===== src/rtl/uart_rx_os.sv =====
// Oversampling UART receiver: synchronised RxD, majority-voted mid-bit sampling,
// parity/stop checking and a ready/valid output with per-frame error flags.
module uart_rx_os #(
    parameter int CLKFREQ    = 100_000_000,
    parameter int BAUD       = 9600,
    parameter int OVERSAMPLE = 16,
    parameter int DATA_WIDTH = 8,
    parameter int PARITY     = 0,
    parameter int STOP_BITS  = 1
) (
    input  logic                  clk,
    input  logic                  reset,
    input  logic                  RxD,
    output logic [DATA_WIDTH-1:0] rx_data,
    output logic                  rx_valid,
    input  logic                  rx_ready,
    output logic                  parity_err,
    output logic                  frame_err,
    output logic                  break_det,
    output logic                  overrun,
    output logic                  rx_idle
);
    localparam int DIV   = CLKFREQ / (BAUD * OVERSAMPLE);
    localparam int DIV_W = (DIV > 1) ? $clog2(DIV) : 1;
    localparam int SC_W  = $clog2(OVERSAMPLE);
    localparam int BC_W  = $clog2(DATA_WIDTH + 1);

    localparam logic [DIV_W-1:0] DIV_LAST  = DIV_W'(DIV - 1);
    localparam logic [SC_W-1:0]  SC_LAST   = SC_W'(OVERSAMPLE - 1);
    localparam logic [SC_W-1:0]  SC_S0     = SC_W'(OVERSAMPLE / 2 - 1);
    localparam logic [SC_W-1:0]  SC_S1     = SC_W'(OVERSAMPLE / 2);
    localparam logic [SC_W-1:0]  SC_S2     = SC_W'(OVERSAMPLE / 2 + 1);
    localparam logic [BC_W-1:0]  DATA_LAST = BC_W'(DATA_WIDTH - 1);
    localparam logic [BC_W-1:0]  STOP_LAST = BC_W'(STOP_BITS - 1);

    typedef enum logic [2:0] {
        ST_IDLE   = 3'd0,
        ST_START  = 3'd1,
        ST_DATA   = 3'd2,
        ST_PARITY = 3'd3,
        ST_STOP   = 3'd4
    } state_t;

    function automatic logic maj3(input logic a, input logic b, input logic c);
        maj3 = (a & b) | (a & c) | (b & c);
    endfunction

    function automatic logic parity_fail(input logic [DATA_WIDTH-1:0] d, input logic p);
        logic x;
        x = ^{d, p};
        case (PARITY)
            1:       parity_fail = ~x;
            2:       parity_fail = x;
            default: parity_fail = 1'b0;
        endcase
    endfunction

    state_t                  state_r, state_n;
    logic [1:0]              sync_r;
    logic                    rxs_prev_r;
    logic [DIV_W-1:0]        div_r;
    logic [SC_W-1:0]         sc_r;
    logic [BC_W-1:0]         bc_r;
    logic [1:0]              samp_r;
    logic [DATA_WIDTH-1:0]   shift_r;
    logic                    perr_r;
    logic                    stop_err_r;
    logic                    all_zero_r;

    logic rxs_s, fall_s, tick_s, bit_done_s, maj_s;
    logic start_s, frame_done_s, fe_s, brk_s;

    assign rxs_s  = sync_r[1];
    assign fall_s = rxs_prev_r & ~rxs_s;
    assign tick_s = (div_r == DIV_LAST);

    // Two-flop synchroniser plus the previous-sample flop for edge detection
    always_ff @(posedge clk or posedge reset) begin
        if (reset) begin
            sync_r     <= 2'b11;
            rxs_prev_r <= 1'b1;
        end else begin
            sync_r     <= {sync_r[0], RxD};
            rxs_prev_r <= sync_r[1];
        end
    end

    // FSM state register
    always_ff @(posedge clk or posedge reset) begin
        if (reset) begin
            state_r <= ST_IDLE;
        end else begin
            state_r <= state_n;
        end
    end

    // Next-state decode; a bit resolves on the third of the three mid-bit samples
    always_comb begin
        state_n      = state_r;
        start_s      = 1'b0;
        frame_done_s = 1'b0;
        bit_done_s   = tick_s && (sc_r == SC_S2);
        maj_s        = maj3(samp_r[0], samp_r[1], rxs_s);
        fe_s         = stop_err_r | ~maj_s;
        brk_s        = all_zero_r & ~maj_s;
        case (state_r)
            ST_IDLE: begin
                if (fall_s) begin
                    state_n = ST_START;
                    start_s = 1'b1;
                end else begin
                    state_n = ST_IDLE;
                end
            end
            ST_START: begin
                if (bit_done_s) begin
                    state_n = maj_s ? ST_IDLE : ST_DATA;
                end else begin
                    state_n = ST_START;
                end
            end
            ST_DATA: begin
                if (bit_done_s && (bc_r == DATA_LAST)) begin
                    state_n = (PARITY != 0) ? ST_PARITY : ST_STOP;
                end else begin
                    state_n = ST_DATA;
                end
            end
            ST_PARITY: begin
                if (bit_done_s) begin
                    state_n = ST_STOP;
                end else begin
                    state_n = ST_PARITY;
                end
            end
            ST_STOP: begin
                if (bit_done_s && (bc_r == STOP_LAST)) begin
                    state_n      = ST_IDLE;
                    frame_done_s = 1'b1;
                end else begin
                    state_n = ST_STOP;
                end
            end
            default: state_n = ST_IDLE;
        endcase
    end

    // Tick divider, sample counter, bit counter and frame accumulation
    always_ff @(posedge clk or posedge reset) begin
        if (reset) begin
            div_r      <= '0;
            sc_r       <= '0;
            bc_r       <= '0;
            samp_r     <= 2'b11;
            shift_r    <= '0;
            perr_r     <= 1'b0;
            stop_err_r <= 1'b0;
            all_zero_r <= 1'b1;
        end else begin
            if (start_s || tick_s) begin
                div_r <= '0;
            end else begin
                div_r <= div_r + DIV_W'(1);
            end
            if (start_s) begin
                sc_r <= '0;
            end else if (tick_s && (state_r != ST_IDLE)) begin
                sc_r <= (sc_r == SC_LAST) ? '0 : sc_r + SC_W'(1);
            end
            // Counter restarts on every field change (data, parity, stop)
            if (state_n != state_r) begin
                bc_r <= '0;
            end else if (bit_done_s) begin
                bc_r <= bc_r + BC_W'(1);
            end
            if (tick_s && (sc_r == SC_S0)) samp_r[0] <= rxs_s;
            if (tick_s && (sc_r == SC_S1)) samp_r[1] <= rxs_s;
            if (bit_done_s && (state_r == ST_DATA)) begin
                shift_r <= {maj_s, shift_r[DATA_WIDTH-1:1]};
            end
            if (start_s) begin
                perr_r     <= 1'b0;
                stop_err_r <= 1'b0;
                all_zero_r <= 1'b1;
            end else if (bit_done_s) begin
                if (state_r == ST_PARITY) perr_r <= parity_fail(shift_r, maj_s);
                if ((state_r == ST_STOP) && !maj_s) stop_err_r <= 1'b1;
                if (maj_s) all_zero_r <= 1'b0;
            end
        end
    end

    // Output handshake: load on completion if the slot is free, otherwise flag overrun
    always_ff @(posedge clk or posedge reset) begin
        if (reset) begin
            rx_data    <= '0;
            rx_valid   <= 1'b0;
            parity_err <= 1'b0;
            frame_err  <= 1'b0;
            break_det  <= 1'b0;
            overrun    <= 1'b0;
            rx_idle    <= 1'b1;
        end else begin
            overrun <= 1'b0;
            if (frame_done_s && (!rx_valid || rx_ready)) begin
                rx_data    <= shift_r;
                parity_err <= perr_r;
                frame_err  <= fe_s;
                break_det  <= brk_s;
                rx_valid   <= 1'b1;
            end else begin
                if (frame_done_s) overrun <= 1'b1;
                if (rx_valid && rx_ready) rx_valid <= 1'b0;
            end
            rx_idle <= (state_n == ST_IDLE);
        end
    end
endmodule


===== config.mk =====
export PLATFORM = sky130hd
export DESIGN_NAME = uart_rx_os
export DESIGN_NICKNAME = d
export VERILOG_FILES = /design/src/rtl/uart_rx_os.sv
export SDC_FILE = /design/constraint.sdc
export NUM_CORES = 1
export LEC_CHECK = 0
export BUFFER_PORTS_ARGS = -buffer_cell sky130_fd_sc_hd__buf_2
export CAP_MARGIN = 20
export CORE_MARGIN = 2
export CORE_UTILIZATION = 63
export CTS_CLUSTER_SIZE = 10
export DETAILED_ROUTE_END_ITERATION = 10
export GPL_ROUTABILITY_DRIVEN = 1
export HOLD_SLACK_MARGIN = 0.05
export PLACE_DENSITY = 0.82
export SLEW_MARGIN = 20
export SYNTH_ARGS = -nofsm -noshare
export SYNTH_HDL_FRONTEND = slang
export SYNTH_SLANG_ARGS = --single-unit

===== constraint.sdc =====
create_clock -name clk -period 4.5 [get_ports clk]
set_input_delay 0.225 -clock clk [delete_from_list [all_inputs] [get_ports clk]]
set_output_delay 0.225 -clock clk [all_outputs]
set_load 0.02 [all_outputs]

==> impl_metrics.json, run 1 <==
{
  "cts-buffers-inserted": 5,
  "vias_per_cell": 5.752,
  "placed_cell_area_um2": 2437,
  "finalCriticalPeriod_ns": 2.616,
  "seq_power_share_pct": 53.6,
  "root_buffer": "clkbuf_8",
  "critPathKind": "flop to flop",
  "worstPathMaxFanout": 15,
  "gp_congestion": 0.7928,
  "drive_gt1_share_pct": 28.90,
  "die_area_um2": 4211,
  "netlist-cell-type-count": 51,
  "die_x_um": 64.89,
  "cts.sinks": 49,
  "ys_top_cells_by_count": "dfrtp_1 (42), nor2_1 (22), nand2_1 (14)",
  "setup_viol": 0,
  "die_h_um": 64.89,
  "start_kind": "flop",
  "wl_per_cell_um": 15.47,
  "rows": 22,
  "n_antenna_cell": 0,
  "ir_drop_uv": 379.4,
  "async_flop_share_pct": 100.0,
  "p_sw_share_pct": 26.63,
  "syn_area_um2": 2336,
  "worstPathRequired_ns": 4.69,
  "fin_crit_sh_pct": 58.13,
  "drc": 0,
  "antenna_found_initial": 0,
  "grt_max_degree": 50,
  "clockBufferDepth": 2,
  "endpoint_kind": "flop",
  "clkPwrFrac_pct": 32.9,
  "worst_pin_slew_ns": 0.7734,
  "initial_core_util_pct": 64.78,
  "syn_to_final_growth_pct": 11.35,
  "run_status": "finished clean",
  "cp.arrival_ns": 2.81,
  "switchingPower_uw": 260.6,
  "core_area_um2": 3606,
  "powerDensity_nw_per_um2": 376.2,
  "dr.pass1.iters": 4,
  "grt_overflow_total": 0,
  "ant_nets": 0,
  "hpwl_um": 2754,
  "synth_top_area_share_pct": 44.99,
  "synth.yosys.seq_area_share_pct": 52.87,
  "power_leakage_uw": 0.001251,
  "cts_tree": "built",
  "grtUsageTotal_pct": 22.05,
  "ys_ff_latch": 49,
  "cp_slowest_cell": "nor4_4",
  "path_clk_slew_ns": 0.08,
  "tns_ns": 0,
  "fin_nets": 228,
  "skew_ns": 0.008643,
  "slowest_delay_ns": 0.60,
  "drt_iter0_markers": 83,
  "netlist_top_cells_area": "dfrtp_1 (45%), dfstp_2 (7.9%), mux2_2 (5.3%)",
  "synth_cells": 194,
  "portBuffers": 16,
  "yosys_warnings": 0,
  "path_cells": "inv_1 -> ha_1 -> or3b_4 -> nor4_4 -> and3_4 -> mux2_2",
  "clock_latency_ns": 0.31,
  "fmax_ghz": 0.3823,
  "rsz0062_at_grt": "false",
  "finalMaxSlewViolations": 0,
  "grt_pass1_vias": 1510,
  "hold_path.class": "input port to flop",
  "post-cts-setup-buffers": 0,
  "io_pins": 18,
  "syn_nets": 205,
  "final_area_um2": 2601,
  "synth_ff_type": "dfrtp_1",
  "maxCapViolations": 0,
  "vias": 1530,
  "yosysTopAreaCell": "dfrtp_1",
  "synth_edf_count": 0,
  "slew_headroom_pct": 48.05,
  "ff2ff_path_depth": 6,
  "hold_path_depth": 3,
  "intPower_uw": 718.0,
  "comb_power_share_pct": 13.5,
  "synthMostInstantiatedCell": "dfrtp_1",
  "wirelength_um": 4116,
  "htree_levels": 2,
  "finalPower_uw": 978.6,
  "hold_viol_final": 0,
  "grt_pass1_wl_um": 6969,
  "synth.avg_cell_area_um2": 12.04
}
==> metal layers <==
| metal | GRT usage [%] | vias up | routed length (um) |
|---|---|---|---|
| met3 | 6.424 | 10 | 165 |
| met2 | 36.86 | 36 | 2072 |
| met1 | 27.19 | 764 | 1801 |
| li1 | - | 720 | - |
| met4 | 7.979 | 0 | 78 |
| met5 | 0 | - | 0 |
==> cells in the final DEF (no fill, tap or decap), types with 4 or more instances in the layout <==
cell type and count:
a21oi_1 4, buf_2 16, clkbuf_8 6, dfrtp_1 42, dfstp_2 7, ha_1 7, inv_1 7, mux2_2 11
mux2_4 6, nand2_1 14, nand3_1 5, nor2_1 22, o21ai_0 5, xnor2_1 5, xor2_1 7
==> state kept, by name, indices dropped and copies added (netlist names) <==
| name | flops |
|---|---|
| all_zero_r | 1 |
| rxs_prev_r | 1 |
| bc_r | 4 |
| samp_r | 2 |
| state_r | 3 |
| div_r | 10 |
| rx_idle | 1 |
| stop_err_r | 1 |
| rx_valid | 1 |
| frame_err | 1 |
| rx_data | 8 |
| overrun | 1 |
| sc_r | 4 |
| break_det | 1 |
| shift_r | 8 |
| sync_r | 2 |
==> per-stage QoR <==
stage	setup slack (ns)	cells	utilization (%)	hold slack, ns
3_5_place_dp	1.924	255	67.59	0.3327
4_1_cts	1.915	264	71.10	0.1752
5_1_grt	1.732	266	72.14	0.2564
2_1_floorplan	2.407	194	-	0.2295
3_3_place_gp	2.020	255	67.59	0.3321
6_report	1.884	266	72.14	0.2264
==> cell families (layout without fill, tap and decap cells) <==
| kind of cell | count (synthesis) | after routing | synth area share [%] |
|---|---|---|---|
| xor gates and xnor gates | 12 | 12 | 4.499 |
| buffers and inverters | 11 | 35 | 2.946 |
| other | 1 | 1 | 0.1605 |
| adders and majority gates | 7 | 7 | 3.749 |
| AOI/OAI and AO/OA | 21 | 21 | 5.946 |
| DFF | 49 | 49 | 52.87 |
| and+or+nand+nor | 75 | 75 | 20.25 |
| muxes | 18 | 18 | 9.588 |
==> final timing paths <==
check	from	to	slack, ns
min in group asynchronous	reset	sc_r[2]	0.53
worst min-delay path	rx_ready	overrun	0.23
max in group asynchronous	reset	sync_r[0]	3.37
worst max-delay path	div_r[0]	rx_data[6]	1.88
worst min register to register	sync_r[0]	sync_r[1]	0.36
worst max register to register	div_r[0]	rx_data[6]	1.88
==> critical path, delay by kind of cell (launching register included) <==
kind,cells,cell delay (ns)
adder cells (fa/ha/maj),1,0.16
buffers and inverters,1,0.07
flip-flops,1,0.43
multiplexers,1,0.36
AND/OR/NAND/NOR,3,1.48
==> power by group through the flow <==
| stage | Clock (uW) | Combinational (uW) | Sequential, uW |
|---|---|---|---|
| after floorplan | 0 | 103 | 522 |
| after detailed placement | 0 | 126 | 531 |
| after global placement | 0 | 120 | 526 |
| after CTS | 329 | 129 | 523 |
| final | 322 | 132 | 525 |
| after global routing | 344 | 151 | 528 |
==> what timing repair did <==
action	CTS	global route
gates resized for setup	0	0
endpoints found under the setup margin	0	0
endpoints found under the hold margin	1	23
hold buffers	1	1
==> layout make-up <==
class                   instances  area (um^2)
repair buffers                 19        127.6
clock buffers                   7        86.33
well taps                      48        60.06
flip-flops and latches         49         1235
fillers                       234         1005
clock inverters                 1        30.03
inverters                       8        30.03
multi-input cells             134         1032
No activity file was read; power rests on OpenSTA's default activity.
==> inputs of run 2 (changes only) <==
Settings changed: CORE_UTILIZATION 63 to 53, PLACE_DENSITY 0.82 to 0.74.
Clock period 4.5 ns to 2.4 ns, I/O delays scaled along.
==> impl_metrics.json, run 2 (synthesis gave the netlist of run 1 again) <==
{
  "run_status": "finished clean",
  "vias_per_cell": 5.320,
  "endpoint_kind": "flop",
  "grt_pass1_vias": 1398,
  "drive_gt1_share_pct": 30.00,
  "fin_crit_sh_pct": 88.43,
  "fmax_ghz": 0.4712,
  "portBuffers": 16,
  "met2_usage_pct": 25.58,
  "worstPathMaxFanout": 5,
  "largest_register_ffs": 10,
  "final_common_cell": "dfrtp_1",
  "slew_headroom_pct": 61.57,
  "finalCriticalPeriod_ns": 2.122,
  "rows": 24,
  "fillCellCount": 351,
  "hold_viol_final": 0,
  "grt_overflow_total": 0,
  "die_x_um": 70.39,
  "wl_per_cell_um": 13.55,
  "grt_pass1_wl_um": 6582,
  "clockBufferDepth": 2,
  "grt_max_degree": 28,
  "ant_nets": 0,
  "multi_input_comb_area_um2": 1032,
  "clock_latency_ns": 0.30,
  "powerDensity_nw_per_um2": 662.9,
  "ir_drop_uv": 452.6,
  "hpwl_um": 2583,
  "grt_use_met3_pct": 3.463,
  "core_area_um2": 4294,
  "syn_to_final_growth_pct": 10.23,
  "gp_congestion": 0.8715,
  "die_h_um": 70.39,
  "cp.arrival_ns": 2.36,
  "cts_tree": "built",
  "maxCapViolations": 0,
  "power_leakage_uw": 0.001239,
  "critPathKind": "flop to flop",
  "drc": 0,
  "htree_levels": 2,
  "grt.met1_usage_pct": 23.74,
  "die_area_um2": 4955,
  "finalMaxSlewViolations": 0,
  "fin_nets": 230,
  "n_antenna_cell": 0,
  "vias": 1447,
  "antenna_found_initial": 0,
  "cts.sinks": 49,
  "grtUsageTotal_pct": 16.81,
  "root_buffer": "clkbuf_8",
  "cts-buffers-inserted": 5,
  "fin_util_pct": 59.97,
  "skew_ns": 0.008045,
  "mostFrequentLayoutCells": "dfrtp_1 (42), nor2_1 (22), buf_2 (16)",
  "dr.pass1.iters": 4,
  "wirelength_um": 3685,
  "io_pins": 18,
  "hold_path.class": "input port to flop",
  "rsz0062_at_grt": "false",
  "tns_ns": 0,
  "worstPathRequired_ns": 2.63,
  "initial_core_util_pct": 54.40,
  "largest-register": "div_r",
  "drt_iter0_markers": 104,
  "reg.largest.list": "div_r x10, rx_data x8, shift_r x8",
  "setup_viol": 0,
  "worst_pin_slew_ns": 0.5704,
  "start_kind": "flop",
  "path_clk_slew_ns": 0.09,
  "gr-max-usage-layer": "met2",
  "regArea_um2": 1235
}
==> run 2: cell types whose count changed in the layout (fill, tap and decap cells not counted) <==
| cell | delta |
|---|---|
| inv_6 | +1 |
| buf_4 | +3 |
| clkbuf_1 | -1 |
| bufinv_16 | -1 |
| clkbuf_8 | -1 |
| clkinvlp_4 | +1 |
| buf_16 | -1 |
| clkinv_2 | +1 |
==> run 2: layout make-up <==
| type | count | area share [%] |
|---|---|---|
| flip-flops and latches | 49 | 47.96 |
| multi-input cells | 134 | 40.09 |
| repair buffers | 21 | 4.762 |
| clock buffers | 5 | 2.672 |
| well taps | 52 | 2.527 |
| inverters | 8 | 1.166 |
| clock inverters | 3 | 0.8260 |
==> run 2: through the flow <==
step           instance area (um^2)  total power, uW  cells  hold slack [ns]  setup WS (ns)
6_report                       2575             1707    272           0.1281         0.2776
5_1_grt                        2575             1803    272           0.1459         0.1250
4_1_cts                        2575             1726    272           0.1226         0.2721
3_5_place_dp                   2465             1231    262           0.2060         0.2778
3_3_place_gp                   2465             1224    262           0.1973         0.3425
2_1_floorplan                  2336             1172    194           0.1245         0.3070
==> run 2: routing by layer <==
| layer | part of all wire, % | up-vias |
|---|---|---|
| met4 | 1.3 | 0 |
| met1 | 48 | 696 |
| met5 | 0 | - |
| li1 | - | 723 |
| met3 | 3.1 | 5 |
| met2 | 47 | 23 |
==> run 2: worst max-delay path, stage by stage, from the launching register on <==
cell and delay [ns]:
dfrtp_1 0.43, inv_1 0.07, ha_1 0.15, or3b_4 0.42, or3_2 0.46, nor3_2 0.18
mux2_2 0.35
==> run 2: where the power goes <==
| group | switching, uW | internal [uW] |
|---|---|---|
| Clock | 282 | 207 |
| Sequential | 81.1 | 895 |
| Combinational | 132 | 110 |
| Total | 495 | 1210 |
==> run 2: what timing repair did <==
action                                  in CTS  in global routing
endpoints found under the setup margin       0                  0
setup buffers                                0                  0
gates resized for setup                      0                  0
hold endpoints to repair                    21                  0
hold buffers                                 2                  0
==> run 2: path summary, 6_finish.rpt <==
| check | from | cells past startpoint | slack [ns] | to |
|---|---|---|---|---|
| max | div_r[0] | 6 | 0.28 | samp_r[0] |
| min | rx_ready | 3 | 0.13 | overrun |
| max reg2reg | div_r[0] | 6 | 0.28 | samp_r[0] |
| min reg2reg | sync_r[0] | 0 | 0.36 | sync_r[1] |
| max in group asynchronous | reset | 4 | 1.25 | rx_idle |
| min in group asynchronous | reset | 3 | 0.40 | div_r[9] |
